File: src/rtl/adar7251_pkg.sv
// ---------------------------------------------------------------------------
// adar7251_pkg
//
// Purpose : Shared types and constants for the ADAR7251 SPI init sequencer.
//           - seq_state_t : sequencer FSM states
//           - rom_entry_t : one {addr, data} register write
//           - ADAR7251 register addresses and the default power-up values
//           - HOST_ERR_INDEX : error index reported when a host access faults
//           - default_rom_entry() : index -> default init write
//
// Configuration macro: ADAR_READBACK_VERIFY_EN (consumed by the sequencer top;
// the VERIFY_* states exist here in every build but are reachable only when it
// is defined).
// ---------------------------------------------------------------------------
package adar7251_pkg;

    typedef enum logic [3:0] {
        ST_IDLE,
        ST_PWR_WAIT,
        ST_INIT_ISSUE,
        ST_INIT_WAIT,
        ST_VERIFY_ISSUE,
        ST_VERIFY_WAIT,
        ST_NEXT,
        ST_READY,
        ST_HOST_ISSUE,
        ST_HOST_WAIT,
        ST_FAULT
    } seq_state_t;

    typedef struct packed {
        logic [15:0] addr;
        logic [15:0] data;
    } rom_entry_t;

    // Reported in o_err_index when the faulting access belonged to the host.
    localparam logic [5:0] HOST_ERR_INDEX = 6'd63;

    // ADAR7251 register map (subset touched during bring-up).
    localparam logic [15:0] ADAR_REG_CLK_CTRL      = 16'h0000;
    localparam logic [15:0] ADAR_REG_PLL_DEN       = 16'h0001;
    localparam logic [15:0] ADAR_REG_PLL_NUM       = 16'h0002;
    localparam logic [15:0] ADAR_REG_PLL_CTRL      = 16'h0003;
    localparam logic [15:0] ADAR_REG_MASTER_ENABLE = 16'h0040;
    localparam logic [15:0] ADAR_REG_ADC_ENABLE    = 16'h0041;
    localparam logic [15:0] ADAR_REG_LNA_GAIN      = 16'h0100;
    localparam logic [15:0] ADAR_REG_OUTPUT_MODE   = 16'h01C2;

    // Default power-up values, written in the order listed below.
    localparam logic [15:0] ADAR_VAL_CLK_CTRL      = 16'h0001;
    localparam logic [15:0] ADAR_VAL_PLL_DEN       = 16'h0019;
    localparam logic [15:0] ADAR_VAL_PLL_NUM       = 16'h0007;
    localparam logic [15:0] ADAR_VAL_PLL_CTRL      = 16'h2101;
    localparam logic [15:0] ADAR_VAL_MASTER_ENABLE = 16'h0001;
    localparam logic [15:0] ADAR_VAL_ADC_ENABLE    = 16'h000F;
    localparam logic [15:0] ADAR_VAL_LNA_GAIN      = 16'h0055;
    localparam logic [15:0] ADAR_VAL_OUTPUT_MODE   = 16'h0004;

    // Clock and PLL are programmed before anything is enabled; the ADCs are
    // switched on only once the master enable is set.
    function automatic rom_entry_t default_rom_entry(input logic [5:0] idx);
        rom_entry_t e;
        e = '0;
        unique case (idx)
            6'd0:    e = '{addr: ADAR_REG_CLK_CTRL,      data: ADAR_VAL_CLK_CTRL};
            6'd1:    e = '{addr: ADAR_REG_PLL_DEN,       data: ADAR_VAL_PLL_DEN};
            6'd2:    e = '{addr: ADAR_REG_PLL_NUM,       data: ADAR_VAL_PLL_NUM};
            6'd3:    e = '{addr: ADAR_REG_PLL_CTRL,      data: ADAR_VAL_PLL_CTRL};
            6'd4:    e = '{addr: ADAR_REG_MASTER_ENABLE, data: ADAR_VAL_MASTER_ENABLE};
            6'd5:    e = '{addr: ADAR_REG_ADC_ENABLE,    data: ADAR_VAL_ADC_ENABLE};
            6'd6:    e = '{addr: ADAR_REG_LNA_GAIN,      data: ADAR_VAL_LNA_GAIN};
            6'd7:    e = '{addr: ADAR_REG_OUTPUT_MODE,   data: ADAR_VAL_OUTPUT_MODE};
            default: e = '0;
        endcase
        return e;
    endfunction

endpackage

File: src/rtl/adar7251_init_rom.sv
// ---------------------------------------------------------------------------
// adar7251_init_rom
//
// Purpose : Combinational init ROM. Maps an entry index to the {addr, data}
//           register write performed at that step of the init sequence.
//           Indices at or beyond NUM_REGS read as zero.
//
// Parameters:
//   NUM_REGS  number of valid entries (1..64)
//
// Ports:
//   index  in   6            entry index
//   entry  out  rom_entry_t  {addr[15:0], data[15:0]} for that index
// ---------------------------------------------------------------------------
module adar7251_init_rom
    import adar7251_pkg::*;
#(
    parameter int NUM_REGS = 8
) (
    input  logic [5:0] index,
    output rom_entry_t entry
);

    // NOTE: every output of an always_comb gets a default first; a path that
    // leaves it unassigned would otherwise infer a latch.
    always_comb begin
        entry = '0;
        if (32'(index) < 32'(NUM_REGS)) begin
            entry = default_rom_entry(index);
        end
    end

endmodule

File: src/rtl/adar7251_init_sequencer.sv
// ---------------------------------------------------------------------------
// adar7251_init_sequencer
//
// Purpose : Sole driver of the SPI_ADAR7251_40bit register master. After
//           i_start it waits PWR_WAIT_CYC cycles, walks the init ROM issuing
//           one register write per entry, then hands the SPI master to a
//           single host register-access port. Every SPI access is guarded by
//           a TIMEOUT_CYC watchdog; an expired access parks the block in
//           FAULT until i_start or reset.
//
// Configuration macro:
//   ADAR_READBACK_VERIFY_EN  when defined, each init write is followed by a
//                            read of the same address; a readback differing
//                            from the ROM data is a fault. When undefined no
//                            readback or compare logic exists.
//
// Parameters:
//   NUM_REGS      number of ROM init entries (1..64)
//   PWR_WAIT_CYC  cycles waited after i_start before the first access (>=1)
//   TIMEOUT_CYC   max cycles from o_spi_enable to i_spi_finish (>=1)
//
// Ports:
//   i_clk, i_reset             clock, synchronous active-high reset
//   i_start                    pulse: (re)run the init sequence
//   i_host_req                 level: host access request, held until ack
//   i_host_rd_wrb              1 = read, 0 = write
//   i_host_addr, i_host_data   host register address / write data
//   o_host_ack                 1-cycle pulse: host access complete
//   o_host_rdata               read data, valid with o_host_ack, then held
//   o_spi_enable               1-cycle start pulse to the SPI core
//   o_spi_rd_wrb, o_spi_addr,
//   o_spi_data                 access descriptor to the SPI core
//   i_spi_rdata, i_spi_busy,
//   i_spi_finish               read data / busy / done pulse from the SPI core
//   o_init_done                level: init completed without error
//   o_error                    level: sequencer in FAULT
//   o_err_index                ROM index at fault (63 = host access)
// ---------------------------------------------------------------------------
module adar7251_init_sequencer
    import adar7251_pkg::*;
#(
    parameter int NUM_REGS     = 8,
    parameter int PWR_WAIT_CYC = 100,
    parameter int TIMEOUT_CYC  = 1023
) (
    input  logic        i_clk,
    input  logic        i_reset,
    input  logic        i_start,
    input  logic        i_host_req,
    input  logic        i_host_rd_wrb,
    input  logic [15:0] i_host_addr,
    input  logic [15:0] i_host_data,
    output logic        o_host_ack,
    output logic [15:0] o_host_rdata,
    output logic        o_spi_enable,
    output logic        o_spi_rd_wrb,
    output logic [15:0] o_spi_addr,
    output logic [15:0] o_spi_data,
    input  logic [15:0] i_spi_rdata,
    input  logic        i_spi_busy,
    input  logic        i_spi_finish,
    output logic        o_init_done,
    output logic        o_error,
    output logic [5:0]  o_err_index
);

    // One counter serves both the power-up wait and the access watchdog; the
    // two are never active at the same time.
    localparam int CNT_MAX = (PWR_WAIT_CYC > TIMEOUT_CYC) ? PWR_WAIT_CYC : TIMEOUT_CYC;
    localparam int CNT_W   = $clog2(CNT_MAX + 1);

    localparam logic [CNT_W-1:0] PWR_LAST     = CNT_W'(PWR_WAIT_CYC - 1);
    localparam logic [CNT_W-1:0] TIMEOUT_LAST = CNT_W'(TIMEOUT_CYC - 1);
    localparam logic [5:0]       LAST_INDEX   = 6'(NUM_REGS - 1);

    seq_state_t       state_q;
    seq_state_t       state_d;
    logic [CNT_W-1:0] cnt_q;
    logic [5:0]       index_q;
    rom_entry_t       rom_entry;

    logic             host_rd_q;
    logic [15:0]      host_addr_q;
    logic [15:0]      host_data_q;
    logic             ack_q;
    logic [15:0]      rdata_q;
    logic             init_done_q;
    logic             error_q;
    logic [5:0]       err_index_q;

    logic             timeout_hit;
    logic             counting;
    logic             host_fault;

    adar7251_init_rom #(
        .NUM_REGS (NUM_REGS)
    ) u_rom (
        .index (index_q),
        .entry (rom_entry)
    );

    // The counter is cleared on every state change, so in a WAIT state it
    // counts cycles since the enable pulse that left the ISSUE state.
    assign timeout_hit = (cnt_q == TIMEOUT_LAST);

    always_comb begin
        counting = 1'b0;
        unique case (state_q)
            ST_PWR_WAIT, ST_INIT_WAIT, ST_VERIFY_WAIT, ST_HOST_WAIT: counting = 1'b1;
            default:                                                  counting = 1'b0;
        endcase
    end

    // -----------------------------------------------------------------------
    // FSM process 1: state register
    // -----------------------------------------------------------------------
    // NOTE: sequential state is written with non-blocking assignments so every
    // flop samples the pre-edge values regardless of process ordering.
    always_ff @(posedge i_clk) begin
        if (i_reset) begin
            state_q <= ST_IDLE;
        end else begin
            state_q <= state_d;
        end
    end

    // -----------------------------------------------------------------------
    // FSM process 2: next-state logic
    // -----------------------------------------------------------------------
    always_comb begin
        state_d = state_q;
        unique case (state_q)
            ST_IDLE: begin
                if (i_start) state_d = ST_PWR_WAIT;
            end
            ST_PWR_WAIT: begin
                if (cnt_q == PWR_LAST) state_d = ST_INIT_ISSUE;
            end
            ST_INIT_ISSUE: begin
                if (!i_spi_busy) state_d = ST_INIT_WAIT;
            end
            ST_INIT_WAIT: begin
                if (i_spi_finish) begin
`ifdef ADAR_READBACK_VERIFY_EN
                    state_d = ST_VERIFY_ISSUE;
`else
                    state_d = ST_NEXT;
`endif
                end else if (timeout_hit) begin
                    state_d = ST_FAULT;
                end
            end
`ifdef ADAR_READBACK_VERIFY_EN
            ST_VERIFY_ISSUE: begin
                if (!i_spi_busy) state_d = ST_VERIFY_WAIT;
            end
            ST_VERIFY_WAIT: begin
                if (i_spi_finish) begin
                    state_d = (i_spi_rdata != rom_entry.data) ? ST_FAULT : ST_NEXT;
                end else if (timeout_hit) begin
                    state_d = ST_FAULT;
                end
            end
`endif
            ST_NEXT: begin
                state_d = (index_q == LAST_INDEX) ? ST_READY : ST_INIT_ISSUE;
            end
            ST_READY: begin
                // i_start outranks a simultaneous host request; the host
                // simply stays pending. While the ack pulse is out the
                // request is still the one just served, so it is not retaken.
                if (i_start) begin
                    state_d = ST_PWR_WAIT;
                end else if (i_host_req && !ack_q) begin
                    state_d = ST_HOST_ISSUE;
                end
            end
            ST_HOST_ISSUE: begin
                if (!i_spi_busy) state_d = ST_HOST_WAIT;
            end
            ST_HOST_WAIT: begin
                if (i_spi_finish) begin
                    state_d = ST_READY;
                end else if (timeout_hit) begin
                    state_d = ST_FAULT;
                end
            end
            ST_FAULT: begin
                if (i_start) state_d = ST_PWR_WAIT;
            end
            default: state_d = ST_IDLE;
        endcase
    end

    // -----------------------------------------------------------------------
    // FSM process 3: SPI-side outputs decoded from the current state.
    // The enable is gated by i_spi_busy so an ISSUE state stalls without
    // pulsing; leaving ISSUE on the same condition keeps it to one cycle.
    // The descriptor comes from index_q / latched host fields, which only
    // change outside the ISSUE/WAIT states, so it holds until finish.
    // -----------------------------------------------------------------------
    always_comb begin
        o_spi_enable = 1'b0;
        o_spi_rd_wrb = 1'b0;
        o_spi_addr   = '0;
        o_spi_data   = '0;
        unique case (state_q)
            ST_INIT_ISSUE, ST_INIT_WAIT: begin
                o_spi_enable = (state_q == ST_INIT_ISSUE) && !i_spi_busy;
                o_spi_addr   = rom_entry.addr;
                o_spi_data   = rom_entry.data;
            end
`ifdef ADAR_READBACK_VERIFY_EN
            ST_VERIFY_ISSUE, ST_VERIFY_WAIT: begin
                o_spi_enable = (state_q == ST_VERIFY_ISSUE) && !i_spi_busy;
                o_spi_rd_wrb = 1'b1;
                o_spi_addr   = rom_entry.addr;
            end
`endif
            ST_HOST_ISSUE, ST_HOST_WAIT: begin
                o_spi_enable = (state_q == ST_HOST_ISSUE) && !i_spi_busy;
                o_spi_rd_wrb = host_rd_q;
                o_spi_addr   = host_addr_q;
                o_spi_data   = host_data_q;
            end
            default: begin
                o_spi_enable = 1'b0;
            end
        endcase
    end

    assign host_fault = (state_q == ST_HOST_WAIT);

    // -----------------------------------------------------------------------
    // Datapath and status registers, updated on FSM transitions.
    // -----------------------------------------------------------------------
    always_ff @(posedge i_clk) begin
        if (i_reset) begin
            cnt_q       <= '0;
            index_q     <= '0;
            host_rd_q   <= 1'b0;
            host_addr_q <= '0;
            host_data_q <= '0;
            ack_q       <= 1'b0;
            rdata_q     <= '0;
            init_done_q <= 1'b0;
            error_q     <= 1'b0;
            err_index_q <= '0;
        end else begin
            ack_q <= 1'b0;

            if (state_d != state_q) begin
                cnt_q <= '0;
            end else if (counting) begin
                cnt_q <= cnt_q + CNT_W'(1);
            end

            // (Re)start: any entry into PWR_WAIT begins a fresh sequence.
            if (state_d == ST_PWR_WAIT && state_q != ST_PWR_WAIT) begin
                index_q     <= '0;
                init_done_q <= 1'b0;
                error_q     <= 1'b0;
                err_index_q <= '0;
            end

            if (state_q == ST_NEXT) begin
                if (state_d == ST_READY) begin
                    init_done_q <= 1'b1;
                end else begin
                    index_q <= index_q + 6'd1;
                end
            end

            // Host fields are captured on acceptance so the SPI descriptor
            // cannot move even if the host changes its inputs mid-access.
            if (state_q == ST_READY && state_d == ST_HOST_ISSUE) begin
                host_rd_q   <= i_host_rd_wrb;
                host_addr_q <= i_host_addr;
                host_data_q <= i_host_data;
            end

            if (state_q == ST_HOST_WAIT && i_spi_finish) begin
                ack_q <= 1'b1;
                if (host_rd_q) rdata_q <= i_spi_rdata;
            end

            if (state_d == ST_FAULT && state_q != ST_FAULT) begin
                error_q     <= 1'b1;
                err_index_q <= host_fault ? HOST_ERR_INDEX : index_q;
            end
        end
    end

    assign o_host_ack   = ack_q;
    assign o_host_rdata = rdata_q;
    assign o_init_done  = init_done_q;
    assign o_error      = error_q;
    assign o_err_index  = err_index_q;

endmodule

File: config.mk
export PLATFORM = sky130hd
export DESIGN_NAME = adar7251_init_sequencer
export DESIGN_NICKNAME = d
export VERILOG_FILES = /design/src/rtl/adar7251_pkg.sv /design/src/rtl/adar7251_init_rom.sv /design/src/rtl/adar7251_init_sequencer.sv
export SDC_FILE = /design/constraint.sdc
export NUM_CORES = 1
export LEC_CHECK = 0
export CAP_MARGIN = 5
export CORE_ASPECT_RATIO = 1.1
export CORE_MARGIN = 2
export CORE_UTILIZATION = 48
export CTS_CLUSTER_SIZE = 8
export DETAILED_ROUTE_END_ITERATION = 12
export GPL_ROUTABILITY_DRIVEN = 0
export PLACE_DENSITY = 0.78
export SETUP_SLACK_MARGIN = 0.5
export SLEW_MARGIN = 20
export SYNTH_ARGS = -nofsm -noshare
export SYNTH_HDL_FRONTEND = slang
export SYNTH_SLANG_ARGS = --single-unit
File: constraint.sdc
create_clock -name i_clk -period 3.6 [get_ports i_clk]
set_clock_uncertainty 0.15 [all_clocks]
set_input_delay 0.54 -clock i_clk [delete_from_list [all_inputs] [get_ports i_clk]]
set_output_delay 0.54 -clock i_clk [all_outputs]
set_load 0.005 [all_outputs]
=== After elaboration in Yosys (flattened, before gate mapping) ===
Memory sizes are Yosys's and may differ from the RTL's. A register that Yosys moved wholly into a read port is not among the register bits.
Index checks and enable logic that the tools add are counted.

* Register bits after elaboration: 78
* Bits in read-only memories: 104
* Input port bits: 55
* Output and inout port bits: 59
* Logic and storage cells: 83
* Memories kept: 1

{| class="wikitable"
|+ Memories
! memory !! words !! bits a word !! rd ports !! clocked after memory_dff !! write ports !! RTL line !! source
|-
| (no name shown) || 8 || 13 || 1 || 1 || 0 || adar7251_pkg.sv:64 || <nowiki>unique case (idx)</nowiki>
|}

* $add $sub $neg: 2
* Magnitude comparators: 1
* Eq/ne operators: 19
* Multiplexer cells: 31
* Reduce and logical (&&, ||, !) cells: 18

{| class="wikitable"
|+ Operator list
! cell !! count
|-
| 32-bit two-way mux || 2
|-
| 16-bit one-hot mux with 2 select lines || 2
|-
| 4-bit two-way mux || 9
|-
| 6-bit two-way mux || 6
|-
| 4-bit one-hot mux with 8 select lines || 1
|-
| 4-bit equality test (second input constant) || 5
|-
| 4-bit by 3-bit equality test with 1-bit output (second input constant) || 4
|-
| 10-bit by 1-bit adder with 10-bit output (second input constant) || 1
|-
| 10-bit equality test (second input constant) || 1
|-
| 10-bit by 7-bit equality test with 1-bit output (second input constant) || 1
|-
| 4-bit by 1-bit equality test with 1-bit output (second input constant) || 2
|-
| 4-bit by 2-bit equality test with 1-bit output (second input constant) || 2
|-
| 1-bit two-way mux || 8
|-
| 2-bit OR reduction || 4
|-
| 1-bit logical AND || 7
|-
| 6-bit by 1-bit adder with 6-bit output (second input constant) || 1
|-
| 6-bit by 3-bit equality test with 1-bit output (second input constant) || 1
|-
| 6-bit by 4-bit less-than comparator with 1-bit output (second input constant) || 1
|-
| 3-bit two-way mux || 2
|-
| 4-bit logical NOT || 1
|-
| 4-bit by 1-bit != test with 1-bit output (second input constant) || 1
|-
| 4-bit != test || 1
|-
| 4-bit != test (second input constant) || 1
|-
| 4-bit OR reduction || 1
|-
| 5 further kinds || 6
|}

=== Longest topological paths before layout ===
* Word-level depth: 11
* Mapped depth: 9

=== Modules after synthesis ===
A second synthesis with hierarchy kept.

* Cell total of the unflattened synthesis: 500
* Area total of the unflattened synthesis: 4062.6 µm²

{| class="wikitable"
|+ Modules (own cells, without submodules)
! module !! instances !! cells each !! area each (µm²) !! seq. area each (µm²)
|-
| adar7251_init_sequencer || 1 || 452 || 3737.3 || 1561.5
|-
| adar7251_init_rom || 1 || 48 || 325.3 || 0.0
|}

=== Least setup slack after synthesis ===
No wires, ideal clock.

* Path kind: register -> register
* Start: register cnt_q[0]
* End: register cnt_q[1]
* Library setup time: 0.100 ns
* Arrival: 2.297 ns
* Required time: 3.350 ns
* Slack: 1.054 ns
* Stages on the path, launching flop included: 9
* Path buffers: 1
* Clock period less this slack: 2.546 ns
* Cell sequence: dfxtp_1 > ha_1 > or4b_1 > nor3_1 > a22oi_1 > and4_1 > or4b_1 > buf_4 > a2111oi_4

* Longest elaborated chain between the ends: 6
* Elaborated cells between the ends (all ways): 10

{| class="wikitable"
|+ Ends and longest elaborated chain
! item !! RTL line !! source
|-
| start, declared || adar7251_init_sequencer.sv:78 || <nowiki>logic [CNT_W-1:0] cnt_q;</nowiki>
|-
| start signal, assigned || adar7251_init_sequencer.sv:255 || <nowiki>cnt_q <= cnt_q + CNT_W'(1);</nowiki>
|-
| 10-bit equality test || adar7251_init_sequencer.sv:104 || <nowiki>assign timeout_hit = (cnt_q == TIMEOUT_LAST);</nowiki>
|-
| 4-bit two-way mux || adar7251_init_sequencer.sv:149, adar7251_init_sequencer.sv:184 ||
|-
| 4-bit two-way mux (on tied branches) || adar7251_init_sequencer.sv:182, adar7251_init_sequencer.sv:143 ||
|-
| 4-bit one-hot mux with 8 select lines || adar7251_init_sequencer.sv:132 || <nowiki>unique case (state_q)</nowiki>
|-
| 4-bit != test || adar7251_init_sequencer.sv:252 || <nowiki>if (state_d != state_q) begin</nowiki>
|-
| 2-bit OR reduction (no source line) || -- ||
|}

Parallel ways exist; a longest one is shown, timed or not.
A chain may end at the register's enable or synchronous reset.

=== Final worst setup path ===
* Start: register index_q[4]
* End: output port o_spi_data[0]

* Longest elaborated chain between the ends: 4
* Elaborated cells between the ends (all ways): 5

{| class="wikitable"
|+ Ends and longest elaborated chain
! item !! RTL line !! source
|-
| start, declared || adar7251_init_sequencer.sv:79 || <nowiki>logic [5:0] index_q;</nowiki>
|-
| start signal, assigned || adar7251_init_sequencer.sv:270 || <nowiki>index_q <= index_q + 6'd1;</nowiki>
|-
| parallel branches: the longest is 2 deep, another holds 6-bit by 4-bit less-than comparator with 1-bit output || -- ||
|-
| 32-bit two-way mux (*) || adar7251_init_rom.sv:28 || <nowiki>if (32'(index) < 32'(NUM_REGS)) begin</nowiki>
|-
| 16-bit one-hot mux with 2 select lines (*) || adar7251_init_sequencer.sv:207 || <nowiki>unique case (state_q)</nowiki>
|-
| end, declared || adar7251_init_sequencer.sv:58 || <nowiki>output logic [15:0] o_spi_data,</nowiki>
|}

Every way passes the cells marked *.

==> results.sh <==
export IMPL_run_status="finished clean"
export IMPL_post_synth_instance_area_um2=3980
export IMPL_antenna_found_initial=0
export IMPL_hold_path_class="reg -> reg"
export IMPL_postRouteAntennaNets=0
export IMPL_grt_max_degree=60
export IMPL_postCtsSetupBuffers=0
export IMPL_synth_warnings=0
export IMPL_post_route_insts_no_fill=692
export IMPL_critical_path_top_delay_family="buffers and inverters"
export IMPL_slew_violations=0
export IMPL_dr_first_iter_drc_count=179
export IMPL_power_density_nw_per_um2=331
export IMPL_vias_per_cell=5.40
export IMPL_crit_reg2reg_launch="state_q[2]"
export IMPL_synthesis_area_per_instance_um2=8.26
export IMPL_clock_insertion_delay_worst_skew_ns=0.35
export IMPL_post_synth_num_cell_types=54
export IMPL_multiInputGateArea_um2=2040
export IMPL_initial_utilization_pct=49.8
export IMPL_rsz0062_at_grt="false"
export IMPL_post_dp_hpwl_um=7180
export IMPL_wl_per_cell_um=14.8
export IMPL_post_synth_top_count_cell="sky130_fd_sc_hd__nand2_1"
export IMPL_gr_total_overflow=0
export IMPL_timing_setup_critical_path_class="reg -> out"
export IMPL_timing_hold_worst_endpoint="host_data_q[11]"
export IMPL_timing_critical_path_slowest_cell_delay_ns=0.53
export IMPL_slowest_stage="sky130_fd_sc_hd__clkdlybuf4s50_1"
export IMPL_worst_supply_voltage_drop_on_vdd_mv=0.173
export IMPL_cts_path_max_buffers=2
export IMPL_synth_enable_flop_cells=0
export IMPL_synth_top_area_cell="sky130_fd_sc_hd__dfxtp_1"
export IMPL_async_flop_share_pct=0
export IMPL_port_buffers=113
export IMPL_worstPathRequired_ns=2.91
export IMPL_clkSinkCount=90
export IMPL_floorplan_core_area_um2=8000
export IMPL_rrSetupSlack_ns=0.77
export IMPL_clockRootBuffer="sky130_fd_sc_hd__clkbuf_8"
export IMPL_grt_first_pass_wirelength_um=17000
export IMPL_drive_gt1_share_pct=6.16
export IMPL_synth_area_leaders="sky130_fd_sc_hd__dfxtp_1 (45%), sky130_fd_sc_hd__nand2_1 (9.8%), sky130_fd_sc_hd__a21oi_1 (7.4%), sky130_fd_sc_hd__and2_1 (3.6%), sky130_fd_sc_hd__a22o_1 (2.9%)"
export IMPL_worst_r2r_path_depth=6
export IMPL_grt_pass1_vias=3539
export IMPL_critPathLaunch="index_q[4]"
export IMPL_worst_path_max_fanout=13
export IMPL_cts_made_buffers=9
export IMPL_worstReg2RegEnd="cnt_q[1]"
export IMPL_crit_arrival_ns=2.20
export IMPL_synth_seq_area_share_pct=45.3
export IMPL_regArea_um2=1800
export IMPL_floorplan_die_height_um=99.5
export IMPL_cts_htree_levels=3
export IMPL_netlist_area_leader_share_pct=45.3
export IMPL_hold_path_startpoint="host_data_q[11]"
export IMPL_ctsResizeCount=0
export IMPL_fillerInstances=681
export IMPL_synthFlopType="sky130_fd_sc_hd__dfxtp_1"
export IMPL_timing_critical_path_to_type="primary output"
export IMPL_hold_violations=0
export IMPL_fp_row_count=34
export IMPL_finalNetCount=637
export IMPL_setup_tns_final_ns=0
export IMPL_insertedDiodeCount=0
export IMPL_finish_utilization_pct=67.1
export IMPL_hold_buffers=0
export IMPL_postRouteWirelength_um=10200
export IMPL_post_synth_most_frequent_cells="sky130_fd_sc_hd__nand2_1 (104), sky130_fd_sc_hd__dfxtp_1 (90), sky130_fd_sc_hd__a21oi_1 (59), sky130_fd_sc_hd__clkbuf_1 (27)"
export IMPL_power_static_leakage_nw=1.91
export IMPL_track_usage_pct=22.8
export IMPL_timing_critical_path_buf_inv=2
export IMPL_hold_ws_ns=0.303
export IMPL_timing_critical_path_cells="or3_1 -> nor4_2 -> buf_4 -> a22o_1 -> clkdlybuf4s50_1"
export IMPL_synth_nets=540
export IMPL_period_minus_slack_ns=2.89
export IMPL_finalSetupViolCount=0
export IMPL_drv_max_cap_violation_count=0
export IMPL_horiz_die_dim_um=90.8
export IMPL_placed_cells=676
export IMPL_tritoncts="done"
export IMPL_design_die_area_um2=9040
export IMPL_hold_path_cell_count=2
export IMPL_via_count_of_the_routed_design=3738
export IMPL_number_of_synthesized_register_bits=90
export IMPL_layout_worst_path_cycle_share_pct=80.2
export IMPL_area_delta_synth_final_pct=34.8
export IMPL_max_slew_worst_pin_slew_ns=0.640
export IMPL_relSlewSlack_pct=57.2
export IMPL_drt_drc_violations_left=0
export IMPL_fmax_mhz=346
export IMPL_clk_pin_slew_worst_paths_ns=0.09
export IMPL_drt_pre_antenna_iters=4
export IMPL_syn_instance_count=482
export IMPL_ioPinCount=114
export IMPL_setup_worst_path_start_class="flip-flop"
## per-layer routing
layer  part of all wire (%)  vias up  GRT usage [%]
met2                     47      123           36.5
li1                       -     1870              -
met1                     45     1726           31.4
met4                    1.9        0           8.16
met3                    5.9       19           3.64
met5                      0        -              0
## layout by cell type (no fill, tap or decap), types with 6 or more instances in the layout
master / count
sky130_fd_sc_hd__a21oi_1: 59
sky130_fd_sc_hd__a22o_1: 13
sky130_fd_sc_hd__and2_1: 23
sky130_fd_sc_hd__clkbuf_8: 11
sky130_fd_sc_hd__clkdlybuf4s50_1: 112
sky130_fd_sc_hd__dfxtp_1: 88
sky130_fd_sc_hd__inv_1: 10
sky130_fd_sc_hd__nand2_1: 104
sky130_fd_sc_hd__nand3_1: 7
sky130_fd_sc_hd__nor2_1: 23
sky130_fd_sc_hd__nor3_1: 20
sky130_fd_sc_hd__o2111ai_1: 6
sky130_fd_sc_hd__o21ai_0: 11
sky130_fd_sc_hd__o31ai_1: 7
sky130_fd_sc_hd__xor2_1: 6
## worst max path at each step
| stage | slack, ns | end | depth (start not counted) |
|---|---|---|---|
| 2_1_floorplan | 1.05 | cnt_q[1] | 8 |
| 6_report | 0.71 | o_spi_data[0] | 5 |
| 5_1_grt | 0.59 | o_spi_addr[0] | 5 |
| 3_5_place_dp | 0.41 | cnt_q[1] | 7 |
| 4_1_cts | 0.52 | o_spi_data[0] | 5 |
| 3_3_place_gp | 0.53 | cnt_q[1] | 7 |
## logic make-up (layout without fill, tap and decap cells)
| kind of cell | count (synthesis) | in the layout | share of synthesized area [%] |
|---|---|---|---|
| and+or+nand+nor | 213 | 213 | 26.2 |
| adders and majority gates | 4 | 4 | 1.19 |
| AOI/OAI and AO/OA | 119 | 119 | 19.8 |
| muxes | 2 | 2 | 0.566 |
| buffers and inverters | 42 | 144 | 4.15 |
| DFF | 90 | 90 | 45.3 |
| xor gates and xnor gates | 12 | 12 | 2.83 |
## layout make-up
cell class / instances / share of cell area [%]
Multi-Input combinational cell: 350 / 38.0
Sequential cell: 90 / 33.6
Clock buffer: 11 / 2.82
Clock inverter: 5 / 0.699
Timing Repair Buffer: 118 / 21.7
Tap cell: 108 / 2.52
Inverter: 10 / 0.699
## per-stage QoR
stage / total power [mW] / instance area [um^2] / worst slack, ns
2_1_floorplan: 1.08 / 3980 / 1.05
3_5_place_dp: 1.15 / 5170 / 0.412
5_1_grt: 1.84 / 5370 / 0.587
4_1_cts: 1.79 / 5360 / 0.520
6_report: 1.78 / 5370 / 0.711
3_3_place_gp: 1.15 / 5170 / 0.526
## where the power goes
part	total [mW]	internal [mW]	switching (mW)
registers	1.00	0.997	0.00772
logic	0.123	0.0690	0.0545
clock network	0.648	0.291	0.357
total	1.78	1.36	0.419
## worst register-to-register path: stages, from the launching register on
cell,delay (ns)
sky130_fd_sc_hd__dfxtp_1,0.67
sky130_fd_sc_hd__and4bb_1,0.37
sky130_fd_sc_hd__and2_1,0.22
sky130_fd_sc_hd__or3_1,0.36
sky130_fd_sc_hd__nor4b_4,0.39
sky130_fd_sc_hd__xnor2_2,0.24
sky130_fd_sc_hd__a2111oi_4,0.33
No activity file was read; power rests on OpenSTA's default activity.
